--- src/rtl/sin_cordic.sv ---
// Iterative rotation-mode CORDIC: signed Q2.14 angle in, sin/cos out.
// One micro-rotation per clock; START/VALID handshake, clamped input range.
module sin_cordic #(
  parameter int ITER  = 14,
  parameter int GUARD = 2
) (
  input  logic        CLK_I,
  input  logic        RST_N_I,
  input  logic        START_I,
  input  logic [15:0] DATA_I,
  output logic [15:0] DATA_O,
  output logic [15:0] COS_O,
  output logic        VALID_O,
  output logic        BUSY_O,
  output logic        SAT_O
);

  localparam int W = 16 + GUARD + 1;

  typedef logic signed [W-1:0] dp_t;

  localparam dp_t X0   = dp_t'(9949 * (2 ** GUARD));
  localparam dp_t RND  = (GUARD > 0) ? dp_t'(2 ** (GUARD - 1)) : '0;
  localparam dp_t OMAX = dp_t'(16384);
  localparam dp_t OMIN = -OMAX;

  localparam logic signed [15:0] AMAX = 16'sd25736;
  localparam logic signed [15:0] AMIN = -16'sd25736;

  localparam logic [3:0] LAST = 4'(ITER - 1);

  typedef enum logic {
    IDLE,
    RUN
  } state_t;

  state_t      state_q;
  logic [3:0]  cnt_q;
  dp_t         x_q;
  dp_t         y_q;
  dp_t         z_q;
  dp_t         x_d;
  dp_t         y_d;
  dp_t         z_d;
  logic        satc_q;
  logic [15:0] sin_q;
  logic [15:0] cos_q;
  logic        valid_q;
  logic        busy_q;
  logic        sat_q;

  logic signed [15:0] din;
  logic signed [15:0] ang;
  logic               ang_sat;
  dp_t                z_ld;
  dp_t                at;

  function automatic dp_t atan_lut(input logic [3:0] i);
    logic [15:0] a;
    case (i)
      4'd0:    a = 16'd12868;
      4'd1:    a = 16'd7596;
      4'd2:    a = 16'd4014;
      4'd3:    a = 16'd2037;
      4'd4:    a = 16'd1023;
      4'd5:    a = 16'd512;
      4'd6:    a = 16'd256;
      4'd7:    a = 16'd128;
      4'd8:    a = 16'd64;
      4'd9:    a = 16'd32;
      4'd10:   a = 16'd16;
      4'd11:   a = 16'd8;
      4'd12:   a = 16'd4;
      4'd13:   a = 16'd2;
      default: a = 16'd0;
    endcase
    return dp_t'({{(W-16){1'b0}}, a}) <<< GUARD;
  endfunction

  // Drop guard bits with round-half-up, then clamp to +/-1.0.
  function automatic logic [15:0] out_sat(input dp_t v);
    dp_t r;
    r = (v + RND) >>> GUARD;
    if (r > OMAX) begin
      return OMAX[15:0];
    end else if (r < OMIN) begin
      return OMIN[15:0];
    end
    return r[15:0];
  endfunction

  always_comb begin
    din     = $signed(DATA_I);
    ang_sat = (din > AMAX) || (din < AMIN);
    ang     = din;
    if (din > AMAX) begin
      ang = AMAX;
    end else if (din < AMIN) begin
      ang = AMIN;
    end
    z_ld = dp_t'({{(W-16){ang[15]}}, ang}) <<< GUARD;
  end

  always_comb begin
    at = atan_lut(cnt_q);
    if (!z_q[W-1]) begin
      x_d = x_q - (y_q >>> cnt_q);
      y_d = y_q + (x_q >>> cnt_q);
      z_d = z_q - at;
    end else begin
      x_d = x_q + (y_q >>> cnt_q);
      y_d = y_q - (x_q >>> cnt_q);
      z_d = z_q + at;
    end
  end

  always_ff @(posedge CLK_I or negedge RST_N_I) begin
    if (!RST_N_I) begin
      state_q <= IDLE;
      cnt_q   <= '0;
      x_q     <= '0;
      y_q     <= '0;
      z_q     <= '0;
      satc_q  <= 1'b0;
      sin_q   <= '0;
      cos_q   <= '0;
      valid_q <= 1'b0;
      busy_q  <= 1'b0;
      sat_q   <= 1'b0;
    end else begin
      valid_q <= 1'b0;
      unique case (state_q)
        IDLE: begin
          if (START_I) begin
            x_q     <= X0;
            y_q     <= '0;
            z_q     <= z_ld;
            cnt_q   <= '0;
            satc_q  <= ang_sat;
            busy_q  <= 1'b1;
            state_q <= RUN;
          end
        end
        RUN: begin
          x_q   <= x_d;
          y_q   <= y_d;
          z_q   <= z_d;
          cnt_q <= cnt_q + 4'd1;
          if (cnt_q == LAST) begin
            cnt_q   <= '0;
            sin_q   <= out_sat(y_d);
            cos_q   <= out_sat(x_d);
            sat_q   <= satc_q;
            valid_q <= 1'b1;
            busy_q  <= 1'b0;
            state_q <= IDLE;
          end
        end
      endcase
    end
  end

  assign DATA_O  = sin_q;
  assign COS_O   = cos_q;
  assign VALID_O = valid_q;
  assign BUSY_O  = busy_q;
  assign SAT_O   = sat_q;

endmodule

--- config.mk ---
export PLATFORM = sky130hd
export DESIGN_NAME = sin_cordic
export DESIGN_NICKNAME = d
export VERILOG_FILES = /design/src/rtl/sin_cordic.sv
export SDC_FILE = /design/constraint.sdc
export NUM_CORES = 1
export LEC_CHECK = 0
export BUFFER_PORTS_ARGS = -buffer_cell sky130_fd_sc_hd__buf_2
export CAP_MARGIN = 25
export CORE_MARGIN = 4
export CORE_UTILIZATION = 40
export CTS_CLUSTER_SIZE = 20
export DETAILED_ROUTE_END_ITERATION = 8
export RECOVER_POWER = 50
export SLEW_MARGIN = 20
export SYNTH_ARGS = -nofsm -noshare
export SYNTH_HDL_FRONTEND = slang
export SYNTH_SLANG_ARGS = --single-unit
export TNS_END_PERCENT = 50
--- constraint.sdc ---
create_clock -name CLK_I -period 8.4 [get_ports CLK_I]
set_input_delay 1.68 -clock CLK_I [delete_from_list [all_inputs] [get_ports CLK_I]]
set_output_delay 1.68 -clock CLK_I [all_outputs]
set_load 0.02 [all_outputs]
==> results of run 1 <==
-- logic make-up after synthesis --
family | after synthesis | share of synthesized area, %
fa+ha+maj | 70 | 7.93
xor+xnor | 105 | 8.25
buf+inv | 122 | 4.75
simple gates | 455 | 20.7
compound gates | 406 | 24.7
flops | 96 | 21.2
mux | 88 | 12.5
-- layer usage --
metal / up-vias / GRT usage [%] / part of all wire, %
li1: 5056 / - / -
met1: 5159 / 31.0 / 47
met2: 354 / 34.3 / 45
met3: 59 / 3.17 / 6.1
met4: 0 / 6.82 / 2.6
met5: - / 0 / 0
-- cell usage after synthesis, types with 20 or more instances --
| master | instances | area, um2 |
|---|---|---|
| o211ai_1 | 20 | 150 |
| nand2_1 | 118 | 443 |
| nor2_1 | 117 | 439 |
| mux4_2 | 40 | 901 |
| xor2_1 | 48 | 420 |
| clkbuf_1 | 46 | 173 |
| a21oi_1 | 91 | 455 |
| o21ai_0 | 73 | 365 |
| a21o_1 | 23 | 173 |
| nand3_1 | 32 | 160 |
| ha_1 | 67 | 838 |
| a31oi_1 | 21 | 131 |
| inv_1 | 36 | 135 |
| mux2i_1 | 23 | 230 |
| nor3_1 | 36 | 180 |
| mux2_2 | 25 | 282 |
| dfrtp_1 | 96 | 2400 |
| xnor2_1 | 56 | 490 |
-- flip-flops by register name (all words and copies together) (netlist names) --
name and count:
y_q 19, DATA_O 16, satc_q 1, BUSY_O 1, state_q 1, SAT_O 1, VALID_O 1, z_q 17
x_q 19, cnt_q 4, COS_O 16
-- worst reg2reg max path, delay by kind of cell, from the launching register on --
family	cells	cell delay (ns)
xor+xnor	2	0.89
flops	1	0.90
fa+ha+maj	2	0.61
buf+inv	1	0.24
compound gates	9	2.16
mux	3	1.26
simple gates	4	1.06
-- per-stage QoR --
step | hold slack [ns] | cells | worst slack [ns]
5_1_grt | 0.502 | 1725 | 0.570
6_report | 0.476 | 1725 | 1.16
3_5_place_dp | 0.457 | 1708 | 1.20
3_3_place_gp | 0.462 | 1707 | 1.04
2_1_floorplan | 0.440 | 1342 | 2.17
4_1_cts | 0.483 | 1724 | 1.14
-- layout make-up --
cell class	count	area, um2
Fill cell	2794	15800
Clock inverter	7	82.6
Tap cell	378	473
Multi-Input combinational cell	1124	8400
Timing Repair Buffer	68	340
Clock buffer	9	225
Sequential cell	96	2410
Inverter	43	161
-- worst max-delay path by stage --
stage / start / end / slack, ns
3_5_place_dp: cnt_q[0]$_DFFE_PN0P_ / DATA_O[7]$_DFFE_PN0P_ / 1.20
4_1_cts: cnt_q[0]$_DFFE_PN0P_ / DATA_O[7]$_DFFE_PN0P_ / 1.14
2_1_floorplan: cnt_q[1]$_DFFE_PN0P_ / DATA_O[3]$_DFFE_PN0P_ / 2.17
5_1_grt: cnt_q[2]$_DFFE_PN0P_ / DATA_O[7]$_DFFE_PN0P_ / 0.57
3_3_place_gp: cnt_q[0]$_DFFE_PN0P_ / DATA_O[8]$_DFFE_PN0P_ / 1.04
6_report: cnt_q[1]$_DFFE_PN0P_ / DATA_O[7]$_DFFE_PN0P_ / 1.16
==> results.toml, run 1 <==
[run_status]
status = "finished, violations left"
violations = "capacitance limit, slew limit"

[worst_setup_path]
rrSetupSlack_ns = 1.16
max_stage_delay_ns = 0.90
crit_arrival_ns = 7.49
worstReg2RegEnd = "DATA_O[7]$_DFFE_PN0P_"
critPathLaunchType = "register"
path_max_fanout = 33
worstPathRequired_ns = 8.64
rr_worst_depth = 21
crit-reg2reg-launch = "cnt_q[1]$_DFFE_PN0P_"
cpMaxStageDelayCell = "dfrtp_2"
crit_path_end_kind = "register"
path_cells = "mux4_2 -> mux2_2 -> mux2i_1 -> ha_1 -> o21ai_1 -> nor3_1 -> nor2_1 -> xnor2_1 -> ha_1 -> o21a_1 -> o21a_1 -> o22a_1 -> xor2_1 -> nand2b_1 -> nor2_1 -> o2111a_1 -> o2111ai_1 -> o31ai_1 -> a311oi_2 -> buf_4 -> a2111oi_0"
path_class = "reg -> reg"
critPathBufInv = 1
cp.depth = 21
cpLargestDelayFamily = "compound AO/OA/AOI/OAI gates"

[floorplanning]
row_count = 61
core_um2 = 27900
initial_utilization_pct = 40.6
die_area_um2 = 31100
ioPinCount = 54
dieWidth_um = 176
die_height_um = 176

[timing]
hold_viol_final = 0
setup_viol = 0
skew_ns = 0.0149
fin_setup_tns_ns = 0
rsz0062_at_grt = "false"
fmax_mhz = 138
slew_violations = 99
tightest_slew_ns = 3.19
fin_crit_ns = 7.24
timing.final.crit_share_pct = 86.2
slew_headroom_pct = -113

[placed_design]
dp_hpwl_mm = 25.0
port_buffers = 53
place_congestion = 0.900
place_area_um2 = 11800

[routing]
drt-pass1-iter-count = 5
drt_iter0_markers = 846
drc = 0
wl_mm = 33.8
vias = 10600
ant_nets = 0
wire_per_inst_um = 19.6
viasPerCell = 6.16

[clock_network]
clockBufferDepth = 2
cts_num_sinks = 96
clk_latency_ns = 0.37
hold_buffers = 0
clockRootBuffer = "clkbuf_16"
h-tree-depth = 3
clkTransAtPathRegs_ns = 0.09
cts_buffers = 9
post-cts-setup-buffer-count = 0
post_cts_resize_count = 0
cts_tree = "built"

[synth]
synth_seq_area_share_pct = 21.2
netlist_instances = 1342
ys_async_sr_fraction_pct = 100
syn_area_um2 = 11300
synth_ff_type = "dfrtp_1"
synth_enable_flop_cells = 0
yosys_warnings = 0
synth_seq_cells = 96
synthesis.nets = 1431
syn_area_per_cell_um2 = 8.44
synth_cell_type_count = 93

[worst_hold_path]
hold_class = "reg -> reg"
hold_path_startpoint = "satc_q$_DFFE_PN0P_"
min_to = "SAT_O$_DFFE_PN0P_"
holdPathStages = 2

[global_route]
grt_pass1_vias = 10300
grt_pass1_wl_mm = 55.3
grt_max_degree = 56
grt_remaining_overflow = 0
antenna_found_initial = 0
grt.total_usage_pct = 21.8

[cells_and_area]
final_common_cell = "nand2_1"
area_growth_pct = 6.73
layout_common_cells = "118 x nand2_1, 116 x nor2_1, 93 x dfrtp_1"
antennaDiodeCount = 0
layout.nets = 1431
layout-drive-gt1-share_pct = 11.7
post-route-util_pct = 43.4
design_area_um2 = 12100

[run]
maxCapViolCount = 2
Power of run 1 is not shown: default switching activity piles up to over one toggle a cycle in this logic, so the estimate is an artifact.
==> run 2: changes to the inputs <==
==> constraint.sdc (replaced) <==
create_clock -name CLK_I -period 8.4 [get_ports CLK_I]
set_input_delay 0 -clock CLK_I [delete_from_list [all_inputs] [get_ports CLK_I]]
set_output_delay 0 -clock CLK_I [all_outputs]
set_load 0.02 [all_outputs]
==> results.toml, run 2 (synthesis gave the netlist of run 1 again) <==
[placed_design]
dp_hpwl_mm = 25.0
port_buffers = 53
place_congestion = 0.900
place_area_um2 = 11800

[cells_and_area]
layout.nets = 1436
final_common_cell = "nand2_1"
area_growth_pct = 7.18
layout_common_cells = "118 x nand2_1, 116 x nor2_1, 93 x dfrtp_1"
layout-drive-gt1-share_pct = 11.8
antennaDiodeCount = 0
fillers = 2790
reg.largest.list = "x_q: 19 flops, y_q: 19 flops, z_q: 17 flops"
design_area_um2 = 12100

[clock_network]
clk_latency_ns = 0.37
clockRootBuffer = "clkbuf_16"
h-tree-depth = 3
post_cts_resize_count = 0
cts_tree = "built"
clockBufferDepth = 2
clkTransAtPathRegs_ns = 0.09
cts_buffers = 9
cts_num_sinks = 96

[worst_setup_path]
rrSetupSlack_ns = 1.16
max_stage_delay_ns = 0.89
worstReg2RegEnd = "DATA_O[7]$_DFFE_PN0P_"
critPathLaunch = "cnt_q[1]$_DFFE_PN0P_"
crit-reg2reg-launch = "cnt_q[1]$_DFFE_PN0P_"
cp.depth = 21
crit_path_end_kind = "register"
worstPathRequired_ns = 8.64
crit_arrival_ns = 7.48
critPathLaunchType = "register"
path_cells = "mux4_2 -> mux2_2 -> mux2i_1 -> ha_1 -> o21ai_1 -> nor3_1 -> nor2_1 -> xnor2_1 -> ha_1 -> o21a_1 -> o21a_1 -> o22a_1 -> xor2_1 -> nand2b_1 -> nor2_1 -> o2111a_1 -> o2111ai_1 -> o31ai_1 -> a311oi_2 -> buf_4 -> a2111oi_0"
endpoint = "DATA_O[7]$_DFFE_PN0P_"
cpLargestDelayFamily = "compound AO/OA/AOI/OAI gates"
cpMaxStageDelayCell = "dfrtp_2"
rr_worst_depth = 21
critPathBufInv = 1
path_class = "reg -> reg"
path_max_fanout = 33

[routing]
drt_iter0_markers = 901
drt-pass1-iter-count = 5
drc = 0
vias = 10600
ant_nets = 0
viasPerCell = 6.15
wire_per_inst_um = 19.6
wl_mm = 33.8

[worst_hold_path]
hold_class = "in -> reg"

[floorplanning]
die_height_um = 176
row_count = 61
core_um2 = 27900
die_area_um2 = 31100
dieWidth_um = 176
ioPinCount = 54
initial_utilization_pct = 40.6

[timing]
fin_crit_ns = 7.24
tightest_slew_ns = 3.22
skew_ns = 0.0140
slew_headroom_pct = -114
rsz0062_at_grt = "false"
hold_viol_final = 0
fmax_mhz = 138
setup_viol = 0
slew_violations = 99
fin_setup_tns_ns = 0
timing.final.crit_share_pct = 86.2

[global_route]
grt_max_degree = 56
grt_remaining_overflow = 0
grt.total_usage_pct = 21.8
antenna_found_initial = 0
grt_pass1_wl_mm = 55.4
grt_pass1_vias = 10300

[run_status]
violations = "capacitance limit, slew limit"
status = "finished, violations left"

[run]
maxCapViolCount = 2
==> run 2: changes by cell type in the layout (fill, tap and decap cells not counted) <==
cell / change
buf_2: +1
dlygate4sd3_1: +5
clkbuf_1: -1
==> run 2: layout make-up <==
cell class	instances	area, um2	share of cell area, %
multi-input cells	1124	8400	69.2
repair buffers	73	392	3.23
clock inverters	7	82.6	0.680
inverters	43	161	1.33
well taps	378	473	3.90
clock buffers	9	225	1.86
flip-flops and latches	96	2410	19.8
==> run 2: repair_timing <==
| action | in CTS | in global routing |
|---|---|---|
| setup endpoints to repair | 0 | 0 |
| hold buffers | 5 | 0 |
| setup buffers | 0 | 0 |
| endpoints found under the hold margin | 45 | 0 |
==> run 2: metal layers <==
layer / share of wire [%] / track usage, % / vias to the layer above
li1: - / - / 5065
met1: 47 / 31.1 / 5176
met2: 44 / 34.4 / 334
met3: 5.7 / 3.17 / 59
met4: 2.6 / 6.82 / 0
met5: 0 / 0 / -
==> run 2: tightest hold or removal path: stages <==
cell	delay, ns
buf_2	0.09
o21ai_0	0.10
a31oi_1	0.16
==> run 2: worst min path at each step <==
stage	startpoint	to	slack, ns	depth (start not counted)
2_1_floorplan	RST_N_I	BUSY_O$_DFFE_PN0P_	-0.30	0
3_3_place_gp	RST_N_I	VALID_O$_DFF_PN0_	0.04	1
3_5_place_dp	RST_N_I	VALID_O$_DFF_PN0_	0.05	1
4_1_cts	DATA_I[6]	z_q[8]$_DFFE_PN0P_	0.003	3
5_1_grt	DATA_I[6]	z_q[8]$_DFFE_PN0P_	0.04	3
6_report	DATA_I[6]	z_q[8]$_DFFE_PN0P_	0.03	3
==> run 2: stage by stage <==
| stage | worst slack, ns | hold WS, ns | cells | util (%) |
|---|---|---|---|---|
| after floorplan | 2.17 | -0.296 | 1342 | - |
| after global routing | 0.570 | 0.0450 | 1730 | 43.6 |
| final | 1.16 | 0.0312 | 1730 | 43.6 |
| after global placement | 1.04 | 0.0398 | 1707 | 42.4 |
| after detailed placement | 1.20 | 0.0481 | 1708 | 42.4 |
| after CTS | 1.14 | 0.00288 | 1729 | 43.7 |
Power of run 2 is left out for the same reason.
==> run 3: changes to the inputs <==
--- a/config.mk
+++ b/config.mk
@@ -11,6 +11,7 @@
 export CORE_UTILIZATION = 40
 export CTS_CLUSTER_SIZE = 20
 export DETAILED_ROUTE_END_ITERATION = 8
+export PLACE_DENSITY = 0.58
 export RECOVER_POWER = 50
 export SLEW_MARGIN = 20
 export SYNTH_ARGS = -nofsm -noshare
==> results.toml, run 3 (synthesis gave the netlist of run 1 again) <==
[cells_and_area]
layout.nets = 1437
layout-drive-gt1-share_pct = 11.8
antennaDiodeCount = 0
final_common_cell = "nand2_1"
design_area_um2 = 12100
fillers = 2845
area_growth_pct = 7.16
reg.largest.list = "x_q: 19 flops, y_q: 19 flops, z_q: 17 flops"
layout_common_cells = "118 x nand2_1, 116 x nor2_1, 93 x dfrtp_1"

[clock_network]
cts_tree = "built"
clkTransAtPathRegs_ns = 0.08
clockRootBuffer = "clkbuf_16"
clk_latency_ns = 0.37
h-tree-depth = 3
clockBufferDepth = 2
cts_num_sinks = 96
cts_buffers = 9
post_cts_resize_count = 0

[global_route]
grt_remaining_overflow = 0
grt_max_degree = 56
grt_pass1_vias = 10200
grt_pass1_wl_mm = 54.9
grt.total_usage_pct = 21.5
antenna_found_initial = 0

[routing]
vias = 10600
wire_per_inst_um = 19.4
wl_mm = 33.6
viasPerCell = 6.10
drt-pass1-iter-count = 6
ant_nets = 0
drt_iter0_markers = 958
drc = 0

[worst_setup_path]
crit_arrival_ns = 7.42
critPathLaunch = "cnt_q[1]$_DFFE_PN0P_"
max_stage_delay_ns = 0.89
cpLargestDelayFamily = "simple AND/OR/NAND/NOR gates"
crit-reg2reg-launch = "cnt_q[1]$_DFFE_PN0P_"
path_class = "reg -> reg"
critPathLaunchType = "register"
path_cells = "buf_4 -> mux4_2 -> mux2_2 -> a21oi_1 -> nand3_1 -> nor2_2 -> and4_1 -> a21oi_1 -> xor2_1 -> ha_1 -> nand2_1 -> nor3_1 -> a21boi_1 -> o31ai_1 -> xnor2_1 -> and4_1 -> a31oi_1 -> a221oi_1 -> a2111oi_4 -> nor4b_4 -> nor3_1"
crit_path_end_kind = "register"
critPathBufInv = 1
worstPathRequired_ns = 8.62
cpMaxStageDelayCell = "dfrtp_2"
path_max_fanout = 32

[run_status]
violations = "capacitance limit, slew limit"
status = "finished, violations left"

[timing]
fin_crit_ns = 7.21
slew_violations = 99
hold_viol_final = 0
timing.final.crit_share_pct = 85.8
fin_setup_tns_ns = 0
skew_ns = 0.0136
layout_setup_ws_ns = 1.19
slew_headroom_pct = -109
rsz0062_at_grt = "false"
fmax_mhz = 139
whs_ns = 0.0154
setup_viol = 0
tightest_slew_ns = 3.14

[placed_design]
place_area_um2 = 11800
port_buffers = 53
dp_hpwl_mm = 25.0
detailedPlace.worstSlack_ns = 1.31
place_congestion = 0.874

[floorplanning]
initial_utilization_pct = 40.6
core_um2 = 27900
dieWidth_um = 176
row_count = 61
die_height_um = 176
ioPinCount = 54
die_area_um2 = 31100

[run]
maxCapViolCount = 2

[worst_hold_path]
hold_path_startpoint = "DATA_I[8]"
hold_class = "in -> reg"
-- run 3: cell types whose count changed in the layout (fill, tap and decap cells not counted) --
cell / before / now
inv_8: 3 / 1
clkinv_8: 2 / 3
buf_12: 1 / 0
buf_4: 13 / 15
inv_6: 0 / 1
-- run 3: repair_timing --
item	4_1_cts	5_1_grt
setup endpoints to repair	0	0
buffers inserted	0	0
hold buffers	5	0
hold endpoints to repair	45	0
-- run 3: worst register-to-register path, cell delays in order (launching register included) --
cell       delay [ns]
dfrtp_2          0.89
buf_4            0.35
mux4_2           0.51
mux2_2           0.28
a21oi_1          0.28
nand3_1          0.17
nor2_2           0.20
and4_1           0.29
a21oi_1          0.10
xor2_1           0.16
ha_1             0.49
nand2_1          0.20
nor3_1           0.23
a21boi_1         0.31
o31ai_1          0.13
xnor2_1          0.39
and4_1           0.39
a31oi_1          0.16
a221oi_1         0.41
a2111oi_4        0.15
nor4b_4          0.82
nor3_1           0.15
-- run 3: final timing paths --
path | end | slack, ns | cells past startpoint
min in group asynchronous | VALID_O$_DFF_PN0_ | 0.86 | 2
worst min register to register | SAT_O$_DFFE_PN0P_ | 0.48 | 2
worst max register to register | COS_O[4]$_DFFE_PN0P_ | 1.19 | 21
max in group asynchronous | DATA_O[14]$_DFFE_PN0P_ | 3.64 | 3
worst max-delay path | COS_O[4]$_DFFE_PN0P_ | 1.19 | 21
worst min-delay path | z_q[10]$_DFFE_PN0P_ | 0.02 | 3
-- run 3: stage by stage --
step	utilization, %	cells
2_1_floorplan	-	1342
3_3_place_gp	42.4	1709
3_5_place_dp	42.4	1710
4_1_cts	43.7	1731
5_1_grt	43.6	1731
6_report	43.6	1731
-- run 3: final cells by class --
class	instances	area [um2]	share of cell area [%]
clock inverter	7	85.1	0.701
clock buffer	9	225	1.86
multi-input combinational	1124	8400	69.2
sequential	96	2410	19.8
tap	378	473	3.90
timing repair buffer	74	387	3.19
inverter	43	161	1.33
-- run 3: layer usage --
metal / global-route usage (%) / wire (um) / vias up
li1: - / - / 5068
met1: 31.5 / 16000 / 5139
met2: 34.5 / 15400 / 314
met3: 2.48 / 1750 / 38
met4: 4.65 / 464 / 0
met5: 0 / 0 / -
Power of run 3 is left out for the same reason.
